`config.mk`:
```
export PLATFORM = sky130hd
export DESIGN_NAME = uart_tx_buf
export DESIGN_NICKNAME = d
export VERILOG_FILES = /design/src/rtl/uart_pkg.sv /design/src/rtl/uart_sync_fifo.sv /design/src/rtl/uart_tx_buf.sv
export SDC_FILE = /design/constraint.sdc
export NUM_CORES = 1
export LEC_CHECK = 0
export BUFFER_PORTS_ARGS = -buffer_cell sky130_fd_sc_hd__buf_2
export CAP_MARGIN = 20
export CORE_MARGIN = 5
export CORE_UTILIZATION = 45
export CTS_BUF_LIST = sky130_fd_sc_hd__clkbuf_8
export CTS_CLUSTER_SIZE = 25
export DETAILED_ROUTE_END_ITERATION = 8
export SETUP_SLACK_MARGIN = 0.05
export SYNTH_ARGS = -nofsm -noshare
export SYNTH_HDL_FRONTEND = slang
export SYNTH_SLANG_ARGS = --single-unit
```
`constraint.sdc`:
```
create_clock -name clk -period 3.5 [get_ports clk]
set_input_delay 0.35 -clock clk [delete_from_list [all_inputs] [get_ports clk]]
set_output_delay 0.35 -clock clk [all_outputs]
set_load 0.02 [all_outputs]
```
`src/rtl/uart_pkg.sv`:
```
// uart_pkg: shared UART transmitter state encoding and parity-mode values
package uart_pkg;
  typedef enum logic [2:0] {IDLE, START, DATA, PARITY, STOP} uart_tx_state_t;
  localparam logic [1:0] PAR_NONE = 2'b00;
  localparam logic [1:0] PAR_EVEN = 2'b01;
  localparam logic [1:0] PAR_ODD  = 2'b10;
endpackage

```
`src/rtl/uart_sync_fifo.sv`:
```
// uart_sync_fifo: single-clock FIFO with occupancy count; pushes while full and pops while empty are ignored
module uart_sync_fifo #(
  parameter int WIDTH = 8,
  parameter int DEPTH = 16
) (
  input  logic                     clk,
  input  logic                     rst,
  input  logic                     push,
  input  logic [WIDTH-1:0]         push_data,
  input  logic                     pop,
  output logic [WIDTH-1:0]         pop_data,
  output logic                     full,
  output logic                     empty,
  output logic [$clog2(DEPTH):0]   count
);
  localparam int AW = $clog2(DEPTH);
  localparam logic [AW:0] FULL_CNT = (AW+1)'(DEPTH);
  logic [WIDTH-1:0] mem [DEPTH];
  logic [AW-1:0] wr_ptr, rd_ptr;
  logic do_push, do_pop;
  assign full = count == FULL_CNT;
  assign empty = count == '0;
  assign do_push = push && !full;
  assign do_pop = pop && !empty;
  assign pop_data = mem[rd_ptr];
  always_ff @(posedge clk)
    if (do_push) mem[wr_ptr] <= push_data;
  always_ff @(posedge clk)
    if (rst) begin
      wr_ptr <= '0;
      rd_ptr <= '0;
      count <= '0;
    end else begin
      if (do_push) wr_ptr <= wr_ptr + AW'(1);
      if (do_pop) rd_ptr <= rd_ptr + AW'(1);
      count <= count + (AW+1)'(do_push) - (AW+1)'(do_pop);
    end
endmodule

```
`src/rtl/uart_tx_buf.sv`:
```
// uart_tx_buf: FIFO-buffered LSB-first UART transmitter; parity frames exist only with UART_TX_PARITY_EN
module uart_tx_buf #(
  parameter int CLOCK_FREQ = 50_000_000,
  parameter int BAUD       = 115200,
  parameter int DATA_BITS  = 8,
  parameter int STOP_BITS  = 1,
  parameter int FIFO_DEPTH = 16
) (
  input  logic                          clk,
  input  logic                          rst,
  input  logic [DATA_BITS-1:0]          s_data,
  input  logic                          s_valid,
  output logic                          s_ready,
`ifdef UART_TX_PARITY_EN
  input  logic [1:0]                    parity_mode,
`endif
  output logic                          tx,
  output logic                          busy,
  output logic [$clog2(FIFO_DEPTH):0]   fifo_count
);
  import uart_pkg::*;
  localparam int BIT_TICKS = CLOCK_FREQ / BAUD;
  localparam int TW = $clog2(STOP_BITS * BIT_TICKS);
  localparam int BW = $clog2(DATA_BITS + 1);
  localparam logic [TW-1:0] BIT_LAST = TW'(BIT_TICKS - 1);
  localparam logic [TW-1:0] STOP_LAST = TW'(STOP_BITS * BIT_TICKS - 1);
  localparam logic [BW-1:0] DATA_LAST = BW'(DATA_BITS - 1);
  uart_tx_state_t state;
  logic [TW-1:0] tick_cnt;
  logic [BW-1:0] bit_cnt;
  logic [DATA_BITS-1:0] shift_reg, head;
  logic full, empty, pop, tick_done;
`ifdef UART_TX_PARITY_EN
  logic par_en, par_bit;
`endif
  assign tick_done = tick_cnt == '0;
  assign pop = !empty && (state == IDLE || (state == STOP && tick_done));
  assign s_ready = !full;
  uart_sync_fifo #(.WIDTH(DATA_BITS), .DEPTH(FIFO_DEPTH)) u_fifo (
    .clk(clk), .rst(rst), .push(s_valid), .push_data(s_data), .pop(pop),
    .pop_data(head), .full(full), .empty(empty), .count(fifo_count)
  );
  // tx is driven from the current state, so the line trails the FSM by one cycle
  always_ff @(posedge clk)
    if (rst) begin
      state <= IDLE;
      tx <= 1'b1;
      busy <= 1'b0;
      tick_cnt <= '0;
      bit_cnt <= '0;
      shift_reg <= '0;
`ifdef UART_TX_PARITY_EN
      par_en <= 1'b0;
      par_bit <= 1'b0;
`endif
    end else begin
      tx <= 1'b1;
      busy <= 1'b1;
      if (pop) begin
        state <= START;
        shift_reg <= head;
        tick_cnt <= BIT_LAST;
`ifdef UART_TX_PARITY_EN
        par_en <= parity_mode == PAR_EVEN || parity_mode == PAR_ODD;
        par_bit <= ^head ^ (parity_mode == PAR_ODD);
`endif
      end
      case (state)
        IDLE: busy <= !empty;
        START: begin
          tx <= 1'b0;
          tick_cnt <= tick_done ? BIT_LAST : tick_cnt - TW'(1);
          if (tick_done) begin
            state <= DATA;
            bit_cnt <= '0;
          end
        end
        DATA: begin
          tx <= shift_reg[0];
          if (!tick_done) tick_cnt <= tick_cnt - TW'(1);
          else begin
            shift_reg <= shift_reg >> 1;
            bit_cnt <= bit_cnt + BW'(1);
            tick_cnt <= BIT_LAST;
            if (bit_cnt == DATA_LAST) begin
`ifdef UART_TX_PARITY_EN
              state <= par_en ? PARITY : STOP;
              tick_cnt <= par_en ? BIT_LAST : STOP_LAST;
`else
              state <= STOP;
              tick_cnt <= STOP_LAST;
`endif
            end
          end
        end
`ifdef UART_TX_PARITY_EN
        PARITY: begin
          tx <= par_bit;
          tick_cnt <= tick_done ? STOP_LAST : tick_cnt - TW'(1);
          if (tick_done) state <= STOP;
        end
`endif
        STOP: begin
          if (!tick_done) tick_cnt <= tick_cnt - TW'(1);
          else begin
            busy <= !empty;
            if (empty) state <= IDLE;
          end
        end
        default: state <= IDLE;
      endcase
    end
endmodule

```
==> impl_metrics.yaml, run 1 <==
floorplanning:
  fp.dieH_um: 136
  io_pins: 19
  core_um2: 15700
  fp.dieArea_um2: 18400
  rows: 46
  die_x_um: 136
  start_util_pct: 45.2
sta:
  max_slew_margin_pct: 40.8
  hold_violations: 0
  setup_violations: 0
  rsz0062_at_grt: "no"
  tightestPinTransition_ns: 0.885
  fin_skew_ns: 0.0127
  hold_ws_ns: 0.270
  max_freq_ghz: 0.316
  final_max_slew_viol_count: 0
  fin_crit_sh_pct: 90.6
  tns_ns: 0
  layout_min_cycle_time_ns: 3.17
synthesis:
  async_flop_share_pct: 0
  synth_top_family_by_area: "multiplexers"
  syn-num-nets: 491
  yosys_warnings: 0
  synth-seq-cells: 171
  synth_xor_area_share_pct: 1.11
  synth_compound_area_share_pct: 6.62
  synthMuxAreaShare_pct: 12.9
  seq_area_frac_synth_pct: 66.2
  yosys.area_share.simple_pct: 8.11
  synth_cell_types: 58
  synthCells: 466
  synth_fa_ha_area_share_pct: 2.57
  ys.flop_type: "edfxtp_1"
  synth_edf_count: 128
  syn_area_um2: 7110
  synth.avg_cell_area_um2: 15.3
setup_path:
  setup.worst_path.class: "reg -> reg"
  reg2reg_to: "u_fifo.count[4]$_SDFF_PP0_"
  cpMaxStageDelayCell: "dfxtp_1"
  cp.arrival_ns: 3.54
  r2r_cells: 16
  worstPathCellList: "inv_1 > ha_1 > nor3b_4 > a31o_2 > nand2_1 > inv_4 > ha_1 > inv_1 > ha_1 > inv_1 > fa_1 > inv_1 > a21oi_1 > nor2_1 > or3_1 > a21oi_1"
  critPathMostFrequentCell: "inv_1"
  reg2reg_from: "tick_cnt[0]$_SDFF_PP0_"
  critPathCaptureType: "flop"
  ff2ff_setup_slack_ns: 0.33
  path_max_fanout: 11
  start_kind: "flop"
  slowest_delay_ns: 0.44
  crit_required_ns: 3.87
global_route:
  met3_usage_pct: 4.20
  grt_max_degree: 41
  grtUsageMet1_pct: 20.9
  grt_pass1_wl_um: 21600
  use_met2_pct: 26.0
  gr-total-overflow: 0
  grt_pass1_vias: 3972
  grtUsageTotal_pct: 15.7
  antenna_found_initial: 0
  busiest_layer: "met2"
pwr:
  seqPwrFrac_pct: 47.3
  power_leakage_uw: 0.00261
  switchingPower_uw: 1810
  p_per_area_nw_per_um2: 695
  intPower_uw: 3680
  peakVddDrop_uv: 353
  p_clk_share_pct: 25.1
  p_comb_share_pct: 27.6
  p_sw_share_pct: 33.0
routing:
  wire_per_inst_um: 18.5
  routed-via-count: 3866
  antenna_left: 0
  dr.pass1.iters: 4
  drt_iter0_drc: 202
  routed_via_density: 5.30
  wl_um: 13500
  drc: 0
layout:
  layout-drive-gt1-share_pct: 23.8
  fin_area_um2: 7900
  nets: 525
  antenna_cells: 0
  area_delta_synth_final_pct: 11.1
  largest_reg_flops: 128
run_status:
  status: "finished clean"
clock_network:
  cts_buffers: 17
  cts_tree: "yes"
  clk_latency_ns: 0.45
  clkSinkCount: 171
  cts_max_level: 4
  cts.path.max_buffers: 2
  clk_pin_slew_ns: 0.09
  clockRootBuffer: "clkbuf_8"
worst_hold_path:
  hold_path.class: "in -> reg"
  whs_path_depth: 1
  min_to: "u_fifo.mem[2][7]$_DFFE_PP_"
  worstHoldStart: "s_data[7]"
placement:
  gp_congestion: 0.858
  port_buffers: 18
  dpl.hpwl_um: 8910
  dpl-instance-area_um2: 7500
job:
  drv_cap: 0
==> power groups by stage <==
stage / clock network, uW / logic (uW) / registers (uW)
2_1_floorplan: 0 / 1220 / 2570
3_3_place_gp: 0 / 1480 / 2630
3_5_place_dp: 0 / 1510 / 2650
4_1_cts: 1410 / 1530 / 2600
5_1_grt: 1520 / 1700 / 2630
6_report: 1380 / 1520 / 2600
==> cell type report <==
cell class	instances	area [um2]
fillers	1337	7810
flip-flops and latches	171	4710
multi-input cells	256	2230
well taps	216	270
repair buffers	38	240
clock buffers	17	234
clock inverters	15	159
inverters	16	62.6
==> how the worst max path moves through the flow <==
stage                                      end  slack [ns]  depth (start not counted)                       start
finish              u_fifo.count[4]$_SDFF_PP0_        0.33                         16      tick_cnt[0]$_SDFF_PP0_
global route        u_fifo.count[4]$_SDFF_PP0_        0.07                         16      tick_cnt[0]$_SDFF_PP0_
CTS                 u_fifo.count[4]$_SDFF_PP0_        0.29                         16      tick_cnt[0]$_SDFF_PP0_
detailed placement  u_fifo.count[4]$_SDFF_PP0_        0.33                         16      tick_cnt[0]$_SDFF_PP0_
global placement    u_fifo.count[4]$_SDFF_PP0_        0.43                         16      tick_cnt[0]$_SDFF_PP0_
floorplan           u_fifo.count[4]$_SDFF_PP0_        0.55                         17  u_fifo.count[2]$_SDFF_PP0_
==> Yosys cell counts, types with 2 or more instances <==
library cell	instances	area (um2)
o21ai_0	8	40.0
a211o_1	2	17.5
a21oi_1	17	85.1
nor2b_1	3	18.8
inv_1	15	56.3
a31oi_1	10	62.6
mux4_2	32	721
o21bai_1	7	52.6
buf_2	6	30.0
mux2_2	7	78.8
xnor2_1	4	35.0
nand3_1	5	25.0
clkbuf_1	12	45.0
edfxtp_1	128	3840
a31o_2	2	17.5
nor3b_2	2	25.0
nor4_1	2	12.5
xor2_1	5	43.8
a211oi_1	5	37.5
mux2i_1	12	120
dfxtp_1	43	861
nor2_1	34	128
nor3_1	13	65.1
a22oi_1	2	15.0
ha_1	13	163
buf_4	4	30.0
nand4_1	2	12.5
nand2_1	30	113
o211ai_1	7	52.6
nand2b_1	4	25.0
o31ai_1	3	22.5
==> metal layers <==
metal	up-vias	part of all wire [%]
li1	1857	-
met1	1932	44
met2	66	50
met3	11	4.8
met4	0	0.91
met5	-	0
==> placed cells by master (no fill, tap or decap), types with 7 or more instances in the layout <==
master    instances
mux2_2            7
edfxtp_1        128
mux2i_1          12
o211ai_1          7
o21ai_0           8
ha_1             13
nor3_1           13
inv_6             7
buf_4            20
a31oi_1          10
inv_1            16
nor2_1           34
buf_2            18
clkbuf_8         17
dfxtp_1          42
a21oi_1          17
mux4_2           32
o21bai_1          7
nand2_1          30
==> stage by stage <==
step	power (uW)	setup slack (ns)	cells	utilization, %
floorplan	3790	0.551	466	-
global placement	4110	0.426	697	47.8
detailed placement	4160	0.327	697	47.8
CTS	5540	0.294	729	50.3
global route	5850	0.0748	729	50.3
finish	5490	0.331	729	50.3
==> kinds of logic (layout without fill, tap and decap cells) <==
family | Yosys count | after routing
AO/OA/AOI/OAI | 71 | 71
adder cells (fa/ha/maj) | 14 | 14
AND/OR/NAND/NOR | 111 | 111
XOR/XNOR | 9 | 9
multiplexers | 51 | 51
buffers and inverters | 39 | 86
flip-flops | 171 | 171
==> critical path: cells and delay by family (launching register included) <==
kind,cells,cell delay (ns)
adders and majority gates,4,0.91
and+or+nand+nor,4,0.87
AOI/OAI and AO/OA,3,0.54
DFF,1,0.44
buffers and inverters,5,0.37
==> what timing repair did <==
action                     in CTS  in global routing
hold buffers                    0                  0
buffers inserted                0                  0
resized for setup               0                  1
setup endpoints to repair       0                  1
Power figures use the tool's default switching activity.
==> run 2: changes to the inputs <==
--- a/config.mk
+++ b/config.mk
@@ -5,14 +5,16 @@
 export SDC_FILE = /design/constraint.sdc
 export NUM_CORES = 1
 export LEC_CHECK = 0
-export BUFFER_PORTS_ARGS = -buffer_cell sky130_fd_sc_hd__buf_2
 export CAP_MARGIN = 20
 export CORE_MARGIN = 5
 export CORE_UTILIZATION = 45
 export CTS_BUF_LIST = sky130_fd_sc_hd__clkbuf_8
 export CTS_CLUSTER_SIZE = 25
 export DETAILED_ROUTE_END_ITERATION = 8
+export DONT_BUFFER_PORTS = 1
 export SETUP_SLACK_MARGIN = 0.05
+export SLEW_MARGIN = 20
 export SYNTH_ARGS = -nofsm -noshare
 export SYNTH_HDL_FRONTEND = slang
+export SYNTH_HIERARCHICAL = 1
 export SYNTH_SLANG_ARGS = --single-unit
==> run 2 against run 1 <==
Net effect:
- combinational power increased by 16%
- power up 2.3%
- clock power fell by 5%
- critical path depth is the same
- sequential cell count unchanged
- hold slack lost 0.21 ns
- critical endpoint is now u_fifo/count[4]$_SDFF_PP0_
- global-route usage rose by 0.46 points
- non-clock buffer count is 15 lower
- first-iteration DRC count rose by 85%
- synthesized cell count up 4.3%
==> impl_metrics.yaml, run 2 <==
run_status:
  status: "finished clean"
synthesis:
  syn_area_um2: 7270
  yosys_warnings: 6
  synthCells: 486
  synth_xor_area_share_pct: 1.20
  synth_area_leaders: "edfxtp_1 (53%), dfxtp_1 (12%), mux4_2 (5.6%), mux4_1 (5.1%), ha_1 (2.4%)"
  seq_area_frac_synth_pct: 64.7
  synth_compound_area_share_pct: 8.12
  yosys.area_share.simple_pct: 8.97
  syn-num-nets: 512
  synth_edf_count: 128
  async_flop_share_pct: 0
  synth_cell_types: 60
  ys.flop_type: "edfxtp_1"
  synth_top_family_by_area: "multiplexers"
  yosysTopAreaCell: "edfxtp_1"
  synthMostInstantiatedCell: "edfxtp_1"
  synth-seq-cells: 171
  synth.avg_cell_area_um2: 15.0
  ys_top_cells_by_count: "edfxtp_1 (128), dfxtp_1 (43), a21oi_1 (23)"
  synth_fa_ha_area_share_pct: 2.69
  synthMuxAreaShare_pct: 10.8
  synth_top_cell_area_share_pct: 52.9
routing:
  dr.pass1.iters: 4
  antenna_left: 0
  drt_iter0_drc: 373
  routed_via_density: 5.62
  drc: 0
  routed-via-count: 4090
  wl_um: 14300
  wire_per_inst_um: 19.6
setup_path:
  cp-startpoint: "u_fifo/count[3]$_SDFF_PP0_"
  reg2reg_from: "u_fifo/count[3]$_SDFF_PP0_"
  cpMaxStageDelayCell: "or4b_4"
  slowest_delay_ns: 0.51
  cp.arrival_ns: 3.55
  path_max_fanout: 5
  start_kind: "flop"
  crit_required_ns: 3.88
  setup.worst_path.class: "reg -> reg"
  critPathCaptureType: "flop"
  worstPathCellList: "inv_1 > ha_1 > or4b_4 > inv_2 > or3_1 > nor2_1 > nand2_1 > inv_1 > ha_1 > inv_1 > ha_1 > fa_2 > a21oi_2 > nor2_1 > or3_1 > a21oi_1"
sta:
  tightestPinTransition_ns: 0.965
  hold_ws_ns: 0.0583
  rsz0062_at_grt: "no"
  hold_violations: 0
  fin_crit_sh_pct: 90.6
  fin_skew_ns: 0.00751
  max_slew_margin_pct: 33.8
  setup_violations: 0
  tns_ns: 0
  layout_min_cycle_time_ns: 3.17
  max_freq_ghz: 0.315
  final_max_slew_viol_count: 0
clock_network:
  cts_tree: "yes"
  clkSinkCount: 171
  cts_max_level: 4
  clk_latency_ns: 0.45
  cts_buffers: 17
  clk_pin_slew_ns: 0.09
  clockRootBuffer: "clkbuf_8"
  cts_setup_buffers: 0
  cts.path.max_buffers: 2
floorplanning:
  io_pins: 19
  rows: 46
  fp.dieH_um: 137
  start_util_pct: 45.8
  fp.dieArea_um2: 18800
  core_um2: 15900
  die_x_um: 137
placement:
  dpl.hpwl_um: 9460
  dpl-instance-area_um2: 7500
  gp_congestion: 0.787
  port_buffers: 0
worst_hold_path:
  hold_path.class: "in -> reg"
  worstHoldStart: "rst"
global_route:
  busiest_layer: "met2"
  grtUsageTotal_pct: 16.2
  grt_pass1_vias: 4173
  grtUsageMet1_pct: 21.8
  antenna_found_initial: 0
  met3_usage_pct: 3.57
  use_met2_pct: 26.3
  grt_max_degree: 33
  grt_pass1_wl_um: 22700
  gr-total-overflow: 0
pwr:
  power_leakage_uw: 0.00262
  peakVddDrop_uv: 513
  totalPowerFinal_uw: 5620
  p_per_area_nw_per_um2: 705
layout:
  final_common_cell: "edfxtp_1"
  fillers: 1380
  largest_reg_flops: 128
  area_delta_synth_final_pct: 9.64
  fin_area_um2: 7970
  nets: 525
  layout-drive-gt1-share_pct: 15.2
  antenna_cells: 0
  mostFrequentLayoutCells: "edfxtp_1 (128), dfxtp_1 (42), a21oi_1 (22)"
  post-route-util_pct: 50.2
job:
  drv_cap: 0
run 2: changes by cell type in the layout (fill, tap and decap cells not counted), moves of 12 or more:
| cell | previous run | this run |
|---|---|---|
| buf_2 | 18 | 1 |
| a22oi_1 | 2 | 16 |
| mux4_1 | 0 | 14 |
| mux4_2 | 32 | 18 |
| nor2_1 | 34 | 21 |
| nor3_1 | 13 | 0 |
| o21ai_0 | 8 | 21 |
| nand3_1 | 5 | 17 |
run 2: cell type report:
class | instances | area, um2 | share of cell area, %
flip-flops and latches | 171 | 4710 | 59.0
multi-input cells | 265 | 2320 | 29.2
well taps | 216 | 270 | 3.39
clock buffers | 17 | 234 | 2.94
repair buffers | 23 | 215 | 2.70
clock inverters | 15 | 141 | 1.77
inverters | 21 | 78.8 | 0.989
run 2: logic make-up after synthesis:
group	count (synthesis)
AOI/OAI and AO/OA	93
xor gates and xnor gates	10
adders and majority gates	15
buffers and inverters	50
DFF	171
muxes	33
and+or+nand+nor	114
run 2: worst paths after layout:
kind | slack [ns] | endpoint | cells past startpoint
worst max-delay path | 0.33 | u_fifo/count[4]$_SDFF_PP0_ | 16
worst min-delay path | 0.06 | tick_cnt[5]$_SDFF_PP0_ | 2
worst max register to register | 0.33 | u_fifo/count[4]$_SDFF_PP0_ | 16
worst min register to register | 0.48 | shift_reg[4]$_SDFF_PP0_ | 2
run 2: critical path: cells and delay by family (launching register included):
family          cells  cell delay (ns)
simple gates        6             1.21
fa+ha+maj           4             1.02
flops               1             0.32
compound gates      2             0.28
buf+inv             4             0.27
run 2: metal layers:
metal | wire, um | share of wire, %
met5 | 0 | 0
met3 | 528 | 3.7
met2 | 6990 | 49
met4 | 193 | 1.4
met1 | 6590 | 46
run 2: what timing repair did:
action	CTS	global route
gates resized for setup	0	4
endpoints found under the setup margin	0	1
hold buffers	9	0
endpoints found under the hold margin	159	0
run 2: report_power, final:
group	switching (uW)	internal, uW	total [uW]
sequential	170	2380	2550
combinational	974	784	1760
clock	783	528	1310
total	1930	3690	5620
run 2: through the flow:
step           std cells  worst slack [ns]
3_5_place_dp         687             0.179
3_3_place_gp         687             0.294
2_1_floorplan        486            0.0964
6_report             728             0.329
4_1_cts              728             0.137
5_1_grt              728             0.107
